### src/rtl/lif_neuron.sv
// lif_neuron: leaky integrate-and-fire neuron with a small config register file.
//
// Incoming per-channel currents are summed into a signed membrane potential.
// A periodic leak tick subtracts membrane >>> leak_shift. When the saturated
// membrane reaches v_threshold the neuron fires a one-cycle spike, reloads
// v_reset and optionally sits out a refractory period.
//
// Ports:
//   clk          - single clock
//   reset        - asynchronous active-low reset
//   in_valid     - per-channel input spike valid
//   in_current   - packed signed per-channel currents, channel i at [i*WEIGHT_WIDTH +: WEIGHT_WIDTH]
//   cfg_we       - config write strobe
//   cfg_addr     - 0 v_threshold, 1 v_reset, 2 taumem_scale, 3 tauref_cycles,
//                  4 leak_shift, 5 enable; other addresses ignored
//   cfg_wdata    - config write data (low bits used for narrow registers)
//   spike_out    - one-cycle spike pulse
//   membrane_out - signed membrane value
//   refractory   - high while in REFRACTORY
//   spike_count  - wrapping count of emitted spikes
//
// state      | meaning
// IDLE       | disabled, membrane held at v_reset, timers cleared
// INTEGRATE  | accumulating inputs, leak timer running, threshold compare
// REFRACTORY | post-spike dead time, inputs and leak ignored

module lif_neuron #(
    parameter int N_INPUTS       = 4,
    parameter int WEIGHT_WIDTH   = 6,
    parameter int MEMBRANE_WIDTH = 16,
    parameter int COUNTER_WIDTH  = 8,
    parameter logic signed [MEMBRANE_WIDTH-1:0] V_THRESHOLD_DEF = 16'h1000,
    parameter logic signed [MEMBRANE_WIDTH-1:0] V_RESET_DEF     = '0,
    parameter logic [COUNTER_WIDTH-1:0]         TAUMEM_DEF      = 8'h10,
    parameter logic [COUNTER_WIDTH-1:0]         TAUREF_DEF      = 8'h10,
    parameter logic [3:0]                       LEAK_SHIFT_DEF  = 4'd1
) (
    input  logic                             clk,
    input  logic                             reset,
    input  logic [N_INPUTS-1:0]              in_valid,
    input  logic [N_INPUTS*WEIGHT_WIDTH-1:0] in_current,
    input  logic                             cfg_we,
    input  logic [2:0]                       cfg_addr,
    input  logic [MEMBRANE_WIDTH-1:0]        cfg_wdata,
    output logic                             spike_out,
    output logic [MEMBRANE_WIDTH-1:0]        membrane_out,
    output logic                             refractory,
    output logic [COUNTER_WIDTH-1:0]         spike_count
);

    // Sum width holds N_INPUTS full-membrane-width terms without overflow;
    // one extra bit on top covers membrane - leak + sum.
    localparam int SUM_W  = MEMBRANE_WIDTH + $clog2(N_INPUTS) + 1;
    localparam int NEXT_W = SUM_W + 1;

    localparam logic signed [MEMBRANE_WIDTH-1:0] MEM_MAX = {1'b0, {(MEMBRANE_WIDTH-1){1'b1}}};
    localparam logic signed [MEMBRANE_WIDTH-1:0] MEM_MIN = {1'b1, {(MEMBRANE_WIDTH-1){1'b0}}};
    localparam logic [COUNTER_WIDTH-1:0]         CNT_ONE = COUNTER_WIDTH'(1);

    typedef enum logic [1:0] {
        IDLE       = 2'd0,
        INTEGRATE  = 2'd1,
        REFRACTORY = 2'd2
    } state_t;

    state_t state;

    logic signed [MEMBRANE_WIDTH-1:0] v_threshold;
    logic signed [MEMBRANE_WIDTH-1:0] v_reset;
    logic [COUNTER_WIDTH-1:0]         taumem_scale;
    logic [COUNTER_WIDTH-1:0]         tauref_cycles;
    logic [3:0]                       leak_shift;
    logic                             enable;

    logic signed [MEMBRANE_WIDTH-1:0] membrane;
    logic [COUNTER_WIDTH-1:0]         leak_timer;
    logic [COUNTER_WIDTH-1:0]         ref_timer;

    logic signed [WEIGHT_WIDTH-1:0]   chan [N_INPUTS];
    logic signed [SUM_W-1:0]          in_sum;
    logic                             tick;
    logic signed [MEMBRANE_WIDTH-1:0] leak;
    logic signed [NEXT_W-1:0]         next_raw;
    logic signed [MEMBRANE_WIDTH-1:0] next_sat;
    logic                             crossing;

    for (genvar g = 0; g < N_INPUTS; g++) begin : g_chan
        assign chan[g] = in_current[g*WEIGHT_WIDTH +: WEIGHT_WIDTH];
    end

    always_comb begin
        in_sum = '0;
        for (int i = 0; i < N_INPUTS; i++) begin
            if (in_valid[i]) begin
                in_sum = in_sum + SUM_W'(chan[i]);
            end
        end
    end

    // >= rather than == so that lowering taumem_scale below the running
    // count still produces a tick instead of waiting for a wrap.
    assign tick = (leak_timer >= taumem_scale);
    assign leak = (tick && leak_shift != 4'd0) ? (membrane >>> leak_shift) : '0;

    always_comb begin
        next_raw = NEXT_W'(membrane) - NEXT_W'(leak) + NEXT_W'(in_sum);
        if (next_raw > NEXT_W'(MEM_MAX)) begin
            next_sat = MEM_MAX;
        end else if (next_raw < NEXT_W'(MEM_MIN)) begin
            next_sat = MEM_MIN;
        end else begin
            next_sat = next_raw[MEMBRANE_WIDTH-1:0];
        end
    end

    assign crossing = (next_sat >= v_threshold);

    always_ff @(posedge clk or negedge reset) begin
        if (!reset) begin
            v_threshold   <= V_THRESHOLD_DEF;
            v_reset       <= V_RESET_DEF;
            taumem_scale  <= TAUMEM_DEF;
            tauref_cycles <= TAUREF_DEF;
            leak_shift    <= LEAK_SHIFT_DEF;
            enable        <= 1'b1;
        end else if (cfg_we) begin
            case (cfg_addr)
                3'd0:    v_threshold   <= cfg_wdata;
                3'd1:    v_reset       <= cfg_wdata;
                3'd2:    taumem_scale  <= cfg_wdata[COUNTER_WIDTH-1:0];
                3'd3:    tauref_cycles <= cfg_wdata[COUNTER_WIDTH-1:0];
                3'd4:    leak_shift    <= cfg_wdata[3:0];
                3'd5:    enable        <= cfg_wdata[0];
                default: ;
            endcase
        end
    end

    always_ff @(posedge clk or negedge reset) begin
        if (!reset) begin
            state       <= INTEGRATE;
            membrane    <= V_RESET_DEF;
            spike_out   <= 1'b0;
            refractory  <= 1'b0;
            spike_count <= '0;
            leak_timer  <= '0;
            ref_timer   <= '0;
        end else begin
            spike_out <= 1'b0;
            if (!enable) begin
                state      <= IDLE;
                membrane   <= v_reset;
                refractory <= 1'b0;
                leak_timer <= '0;
                ref_timer  <= '0;
            end else begin
                case (state)
                    IDLE: begin
                        state      <= INTEGRATE;
                        membrane   <= v_reset;
                        leak_timer <= '0;
                    end
                    INTEGRATE: begin
                        leak_timer <= tick ? '0 : leak_timer + CNT_ONE;
                        if (crossing) begin
                            membrane    <= v_reset;
                            spike_out   <= 1'b1;
                            spike_count <= spike_count + CNT_ONE;
                            if (tauref_cycles != '0) begin
                                state      <= REFRACTORY;
                                refractory <= 1'b1;
                                // Down-counter reaches zero on the last refractory cycle.
                                ref_timer  <= tauref_cycles - CNT_ONE;
                                leak_timer <= '0;
                            end
                        end else begin
                            membrane <= next_sat;
                        end
                    end
                    REFRACTORY: begin
                        membrane <= v_reset;
                        if (ref_timer == '0) begin
                            state      <= INTEGRATE;
                            refractory <= 1'b0;
                            leak_timer <= '0;
                        end else begin
                            ref_timer <= ref_timer - CNT_ONE;
                        end
                    end
                    default: state <= IDLE;
                endcase
            end
        end
    end

    assign membrane_out = membrane;

endmodule

### config.mk
export PLATFORM = sky130hd
export DESIGN_NAME = lif_neuron
export DESIGN_NICKNAME = d
export VERILOG_FILES = /design/src/rtl/lif_neuron.sv
export SDC_FILE = /design/constraint.sdc
export NUM_CORES = 1
export LEC_CHECK = 0
export ABC_AREA = 1
export ABC_CLOCK_PERIOD_IN_PS = 6600
export BUFFER_PORTS_ARGS = -buffer_cell sky130_fd_sc_hd__buf_2
export CORE_UTILIZATION = 50
export DETAILED_ROUTE_END_ITERATION = 12
export GPL_ROUTABILITY_DRIVEN = 0
export PLACE_DENSITY = 0.68
export SETUP_SLACK_MARGIN = 0.2
export SLEW_MARGIN = 20
export SYNTH_ARGS = -nofsm -noshare
export SYNTH_HDL_FRONTEND = slang
export SYNTH_SLANG_ARGS = --single-unit
### constraint.sdc
create_clock -name clk -period 6.6 [get_ports clk]
set_input_delay 1.98 -clock clk [delete_from_list [all_inputs] [get_ports clk]]
set_output_delay 1.98 -clock clk [all_outputs]
set_load 0.01 [all_outputs]
# Word level (Yosys, flattened, before mapping)
# Index checks and enable logic that the tools add are counted.
dict set report op_classes {
  addsub 9
  n_lt_le_gt_ge 4
  n_eq_ne 14
  shifts 1
  n_mux 34
  reduce_logical 18
}
# cell n
set ops {}
lappend ops {{$mux 16} 5}
lappend ops {{$mux 19} 4}
lappend ops {{$mux 8} 9}
lappend ops {{$add 19x6->19} 3}
lappend ops {{$pmux 16 s2} 1}
lappend ops {{$pmux 8 s3} 1}
lappend ops {{$add 17x19->20} 1}
lappend ops {{$gt 20x16->1 const B} 1}
lappend ops {{$lt 20x16->1 const B} 1}
lappend ops {{$sub 16x16->17} 1}
lappend ops {{$add 8x1->8 const B} 2}
lappend ops {{$ge 16x16->1} 1}
lappend ops {{$pmux 8 s2} 1}
lappend ops {{$sshr 16x4->16} 1}
lappend ops {{$sub 8x1->8 const B} 2}
lappend ops {{$reduce_and 2->1} 7}
lappend ops {{$ne 3x3->1 const B} 4}
lappend ops {{$ge 8x8->1} 1}
lappend ops {{$logic_not 8->1} 1}
lappend ops {{$mux 2} 4}
lappend ops {{$reduce_and 4->1} 2}
lappend ops {{$reduce_bool 8->1} 1}
lappend ops {{$mux 1} 7}
lappend ops {{$eq 3x2->1 const B} 2}
lappend ops {{other kinds (15)} 17}
dict set report totals {
  ff_bits 97
  output_inout_bits 26
  elab_cells 93
}

# Logic depth before layout (Yosys ltp)
dict set report logic_depth {
  word_depth 15
  ltp_mapped 67
}

# Worst setup path after synthesis
# OpenSTA, ideal clock, no wires.
dict set report synth_path {
  path_type {input -> register}
  start {input in_current[0]}
  end {register membrane[13] (netlist: membrane_out[13])}
  setup_ps 117
  t_arrival_ps 9573
  required_time_ps 6483
  path_slack_ps -3090
  cell_stages 59
  cell_sequence {nand2_1 inv_1 ha_1 fa_1 nand2_1 o21ai_0 nand2_1 nand2_1 a21oi_1 fa_1 nand2_1 nand2_1 inv_1 ha_1 a21oi_1 a21boi_0 o21ai_1 a21oi_1 (+23 left out) nand2_4 clkinv_2 nand2_4 buf_8 nand2_4 ha_1 a21oi_1 nor2_1 nor3_1 nand2_1 nand2_1 nand3_1 nand3_1 nor2_1 buf_2 or2_2 nand3_1 nand2_1}
}
dict set report synth_between {
  elab_chain_len 15
  elab_cells_between_ends 16
}
# item line_no
set synth_rtl {}
lappend synth_rtl {{start: declaration} 41} ;# input logic [N_INPUTS*WEIGHT_WIDTH-1:0] in_current,
lappend synth_rtl {{$mux 19 (*)} 94} ;# if (in_valid[i]) begin
lappend synth_rtl {{$add 19x6->19} 95} ;# in_sum = in_sum + SUM_W'(chan[i]);
lappend synth_rtl {{$mux 19 (*)} 94}
lappend synth_rtl {{$add 19x6->19} 95}
lappend synth_rtl {{$mux 19 (*)} 94}
lappend synth_rtl {{$add 19x6->19} 95}
lappend synth_rtl {{$mux 19 (*)} 94}
lappend synth_rtl {{$add 17x19->20 (*)} 106} ;# next_raw = NEXT_W'(membrane) - NEXT_W'(leak) + NEXT_W'(in_sum);
lappend synth_rtl {{$lt 20x16->1} 109} ;# end else if (next_raw < NEXT_W'(MEM_MIN)) begin
lappend synth_rtl {{$mux 16} 109}
lappend synth_rtl {{$mux 16 (*)} 107} ;# if (next_raw > NEXT_W'(MEM_MAX)) begin
lappend synth_rtl {{$ge 16x16->1} 116} ;# assign crossing = (next_sat >= v_threshold);
lappend synth_rtl {{$mux 16 (*)} 165} ;# if (crossing) begin
lappend synth_rtl {{$pmux 16 s2 (*)} 157} ;# case (state)
lappend synth_rtl {{$mux 16 (*)} 150} ;# if (!enable) begin
lappend synth_rtl {{end signal: assignment} 152} ;# membrane <= v_reset;
lappend synth_rtl {{end signal: assignment} 160} ;# membrane <= v_reset;
lappend synth_rtl {{end signal: assignment} 166} ;# membrane <= v_reset;
lappend synth_rtl {{end: declaration} 75} ;# logic signed [MEMBRANE_WIDTH-1:0] membrane;
# Mark *: on every way between the ends. The rest lies on a longest branch, timed or not.
# A chain may end at the register's enable or synchronous reset.

# Worst setup path in the final report
dict set report layout_path {
  start {input in_current[0]}
  end {register membrane[3] (netlist: membrane_out[3])}
}
# Same word-level chain as after synthesis.

==> results.md <==
* Critical path capture point type: flip-flop
* Vias in the first global route at about 11,000
* Met2 WL at approximately 17,000 um
* CP bufs+invs at 11
* Clock Sink Count at 97
* Worst-path maximum fanout at 7
* Synth Instances at approximately 1,500
* Worst-path clk slew at 0.07 ns
* Met1 WL at approximately 14,000 um
* Max-slew headroom at between 30% and 40%
* Minimum hold slack at about 0.49 ns
* Core area at a little under 0.02 sq mm
* Die height at approximately 140 um
* Final ANT Viol Nets at 0
* # DRC at 0
* Storage element area at approximately 0.0024 sq mm
* Failing checks: negative setup slack
* RSZ-0062 raised after global routing: yes
* EDFF count, synth at 0
* Tcrit/Tclk final at 154%
* Die area at about 0.020 sq mm
* Fin. max-slew vios at 0
* Layout cell share with drive strength beyond 1 at 37.4%
* R2R setup slack at ~0.38 ns
* Routed WL per cell at 16.7 um
* Hold WC Path Type: flip-flop to flip-flop
* Dominant cells by area after synthesis: dfrtp_1, nand2_1, ha_1, o21ai_0, inv_1
* Global-route wire length before repair at 52,300 um
* Top cells by count, synth: nand2_1, inv_1, o21ai_0, a21oi_1, dfrtp_1
* Syn Std Cell Area at ~0.0099 sq mm
* Async S/R FF share, synth at 100%
* Final hold vios at 0
* PnR worst setup slack at -3.56 ns
* Post-synth top area cell: dfrtp_1
* Hold Path Depth at 2
* # fillers at between 1,000 and 1,500
* 1st-iter DRT viols at between 800 and 900
* Worst hold path endpoint: taumem_scale[2]
* Area occupied by multi-input gates at around 0.0081 sq mm
* Number of antenna violations at the first check in global routing at 1
* Worst-Margin Slew at roughly 1.0 ns
* Startpoint types: primary input
* Post-DP HPWL at between 20,000 and 25,000 um
* Top delay family on crit path: simple AND/OR/NAND/NOR gates
* Global route overflow at 0
* Clock Skews at ~0.0064 ns
* Fin crit period at 10.16 ns
* CP most frequent cell: nand2_2
* Max-cap violations at 0
* Req. time, crit path at a little under 7 ns
* Pre-CTS setup slack at -3.65 ns
* Synth top area share at between 20% and 30%
* Met3 WL at between 2000 and 2500 um
* DR top layer: met4
* Routed WL at ~35,000 um
* Sequential fraction of the synthesis area at 24.5%
* Io pins at 76
* Area Overhead vs Synth at 48.7%
* Cts-stage hold buffer count at 0
* Port bufs at 75
* DIE WIDTH at about 140 um
* Largest net degree at the start of global routing at 58
* H-tree depth at 3
* Clk buf depth at 2
* Initial Util at about half
* Cell with the most instances after synthesis: nand2_1
* Average footprint of a synthesized cell at between 6 and 7 sq um
* # rows at just over 50
* Vias per cell at 5.48
* TritonRoute pass-1 iters at 6
* Clock Tree Root: clkbuf_16
* Ys Warns at 0
* Critical Setup Path Class: primary input to flip-flop
* Critical path's slowest cell: fa_1
* Slowest cell delay on critical path at around 0.55 ns
* Final setup viols at between 40 and 50
* Total track usage at roughly 32%
* Number of buffers created by CTS at 9
* Post-Place Cells at ~2,000
* CTS tree: done
* Status: finished, violations left
* Max Clk Rate at between 0.09 and 0.1 GHz
* HP Start: taumem_scale[2]
* Nets@finish at between 1,500 and 2,000
* Most used DFF post-synth: dfrtp_1
* R2R cell count at 38
* Vias post-DR at 11,400
* Clock latency on the worst-skew pair at 0.34 ns
* Crit Reg-Reg Startpoint: taumem_scale[4]
* Register bit total from synthesis at just under 100
* Reg-to-Reg End: membrane_out[3]
* Cell depth of the worst setup path at 59
* Non-filler cells, final at approximately 2,100
* CP Data Arrival Time at 10.39 ns
* Unique masters post-synth at about 50
[worst register-to-register path, delay by kind of cell (launching register included)]
family                     cells  cell delay (ns)
buffers and inverters          5             0.52
DFF                            1             0.53
AOI/OAI and AO/OA              3             0.53
and+or+nand+nor               26             3.14
adders and majority gates      4             1.40
[through the flow]
| stage | util (%) | instance area, sq um | setup TNS, ns |
|---|---|---|---|
| 2_1_floorplan | - | 10400 | -101.98 |
| 3_3_place_gp | 64.9 | 12600 | -153.11 |
| 3_5_place_dp | 64.9 | 12600 | -156.37 |
| 4_1_cts | 72.6 | 14100 | -120.67 |
| 5_1_grt | 75.9 | 14800 | -164.02 |
| 6_report | 75.9 | 14800 | -150.03 |
[placed cells by master (no fill, tap or decap), types with 42 or more instances in the layout]
cell and n:
ha_1 53, nand2_2 42, inv_1 163, o21ai_0 130
nor2_1 66, nand2_1 335, buf_2 72, buf_4 280
a21oi_1 57, nand3_1 65, dfrtp_1 91
[cell families (layout without fill, tap and decap cells)]
family                   Yosys count  count (layout)  share of synthesized area (%)
AO/OA/AOI/OAI                    320             320                           17.3
adder cells (fa/ha/maj)          115             115                           16.4
multiplexers                       3               3                          0.302
flip-flops                        97              97                           24.5
other                              2               5                         0.0756
AND/OR/NAND/NOR                  650             653                           28.0
XOR/XNOR                          50              50                           4.41
buffers and inverters            225             577                           8.94
[layout make-up]
class                   count  area share, %
repair buffers            371           18.7
inverters                 190           4.99
well taps                 265           2.24
multi-input cells        1145           55.0
clock inverters             6          0.923
clock buffers              10           1.62
diodes                      1         0.0169
flip-flops and latches     97           16.5
[worst max path at each step]
stage	start	to	slack, ns
global placement	in_valid[0]	membrane_out[8]	-3.56
detailed placement	in_valid[0]	membrane_out[8]	-3.65
global route	in_valid[0]	membrane_out[13]	-3.85
floorplan	in_current[0]	membrane_out[13]	-2.41
finish	in_current[0]	membrane_out[3]	-3.56
CTS	in_valid[0]	membrane_out[8]	-2.84
[per-layer routing]
layer,track usage (%),up-vias
met5,0,-
met4,12.8,0
met3,3.72,126
met2,56.9,474
met1,39.4,5319
li1,-,5507
[repair_timing]
action	CTS	global route
buffers inserted	53	20
gates resized for setup	149	126
gates cloned	4	0
pin swaps	85	71
endpoints found under the setup margin	44	44
[flip-flops by register name, indices dropped and copies added, names as in the netlist]
| register | flops |
|---|---|
| state | 2 |
| membrane_out | 16 |
| refractory | 1 |
| leak_shift | 4 |
| v_reset | 16 |
| taumem_scale | 8 |
| enable | 1 |
| v_threshold | 16 |
| spike_count | 8 |
| leak_timer | 8 |
| ref_timer | 8 |
| tauref_cycles | 8 |
| spike_out | 1 |
Power is not shown: default switching activity piles up to over one toggle a cycle in this logic, so the estimate is an artifact.
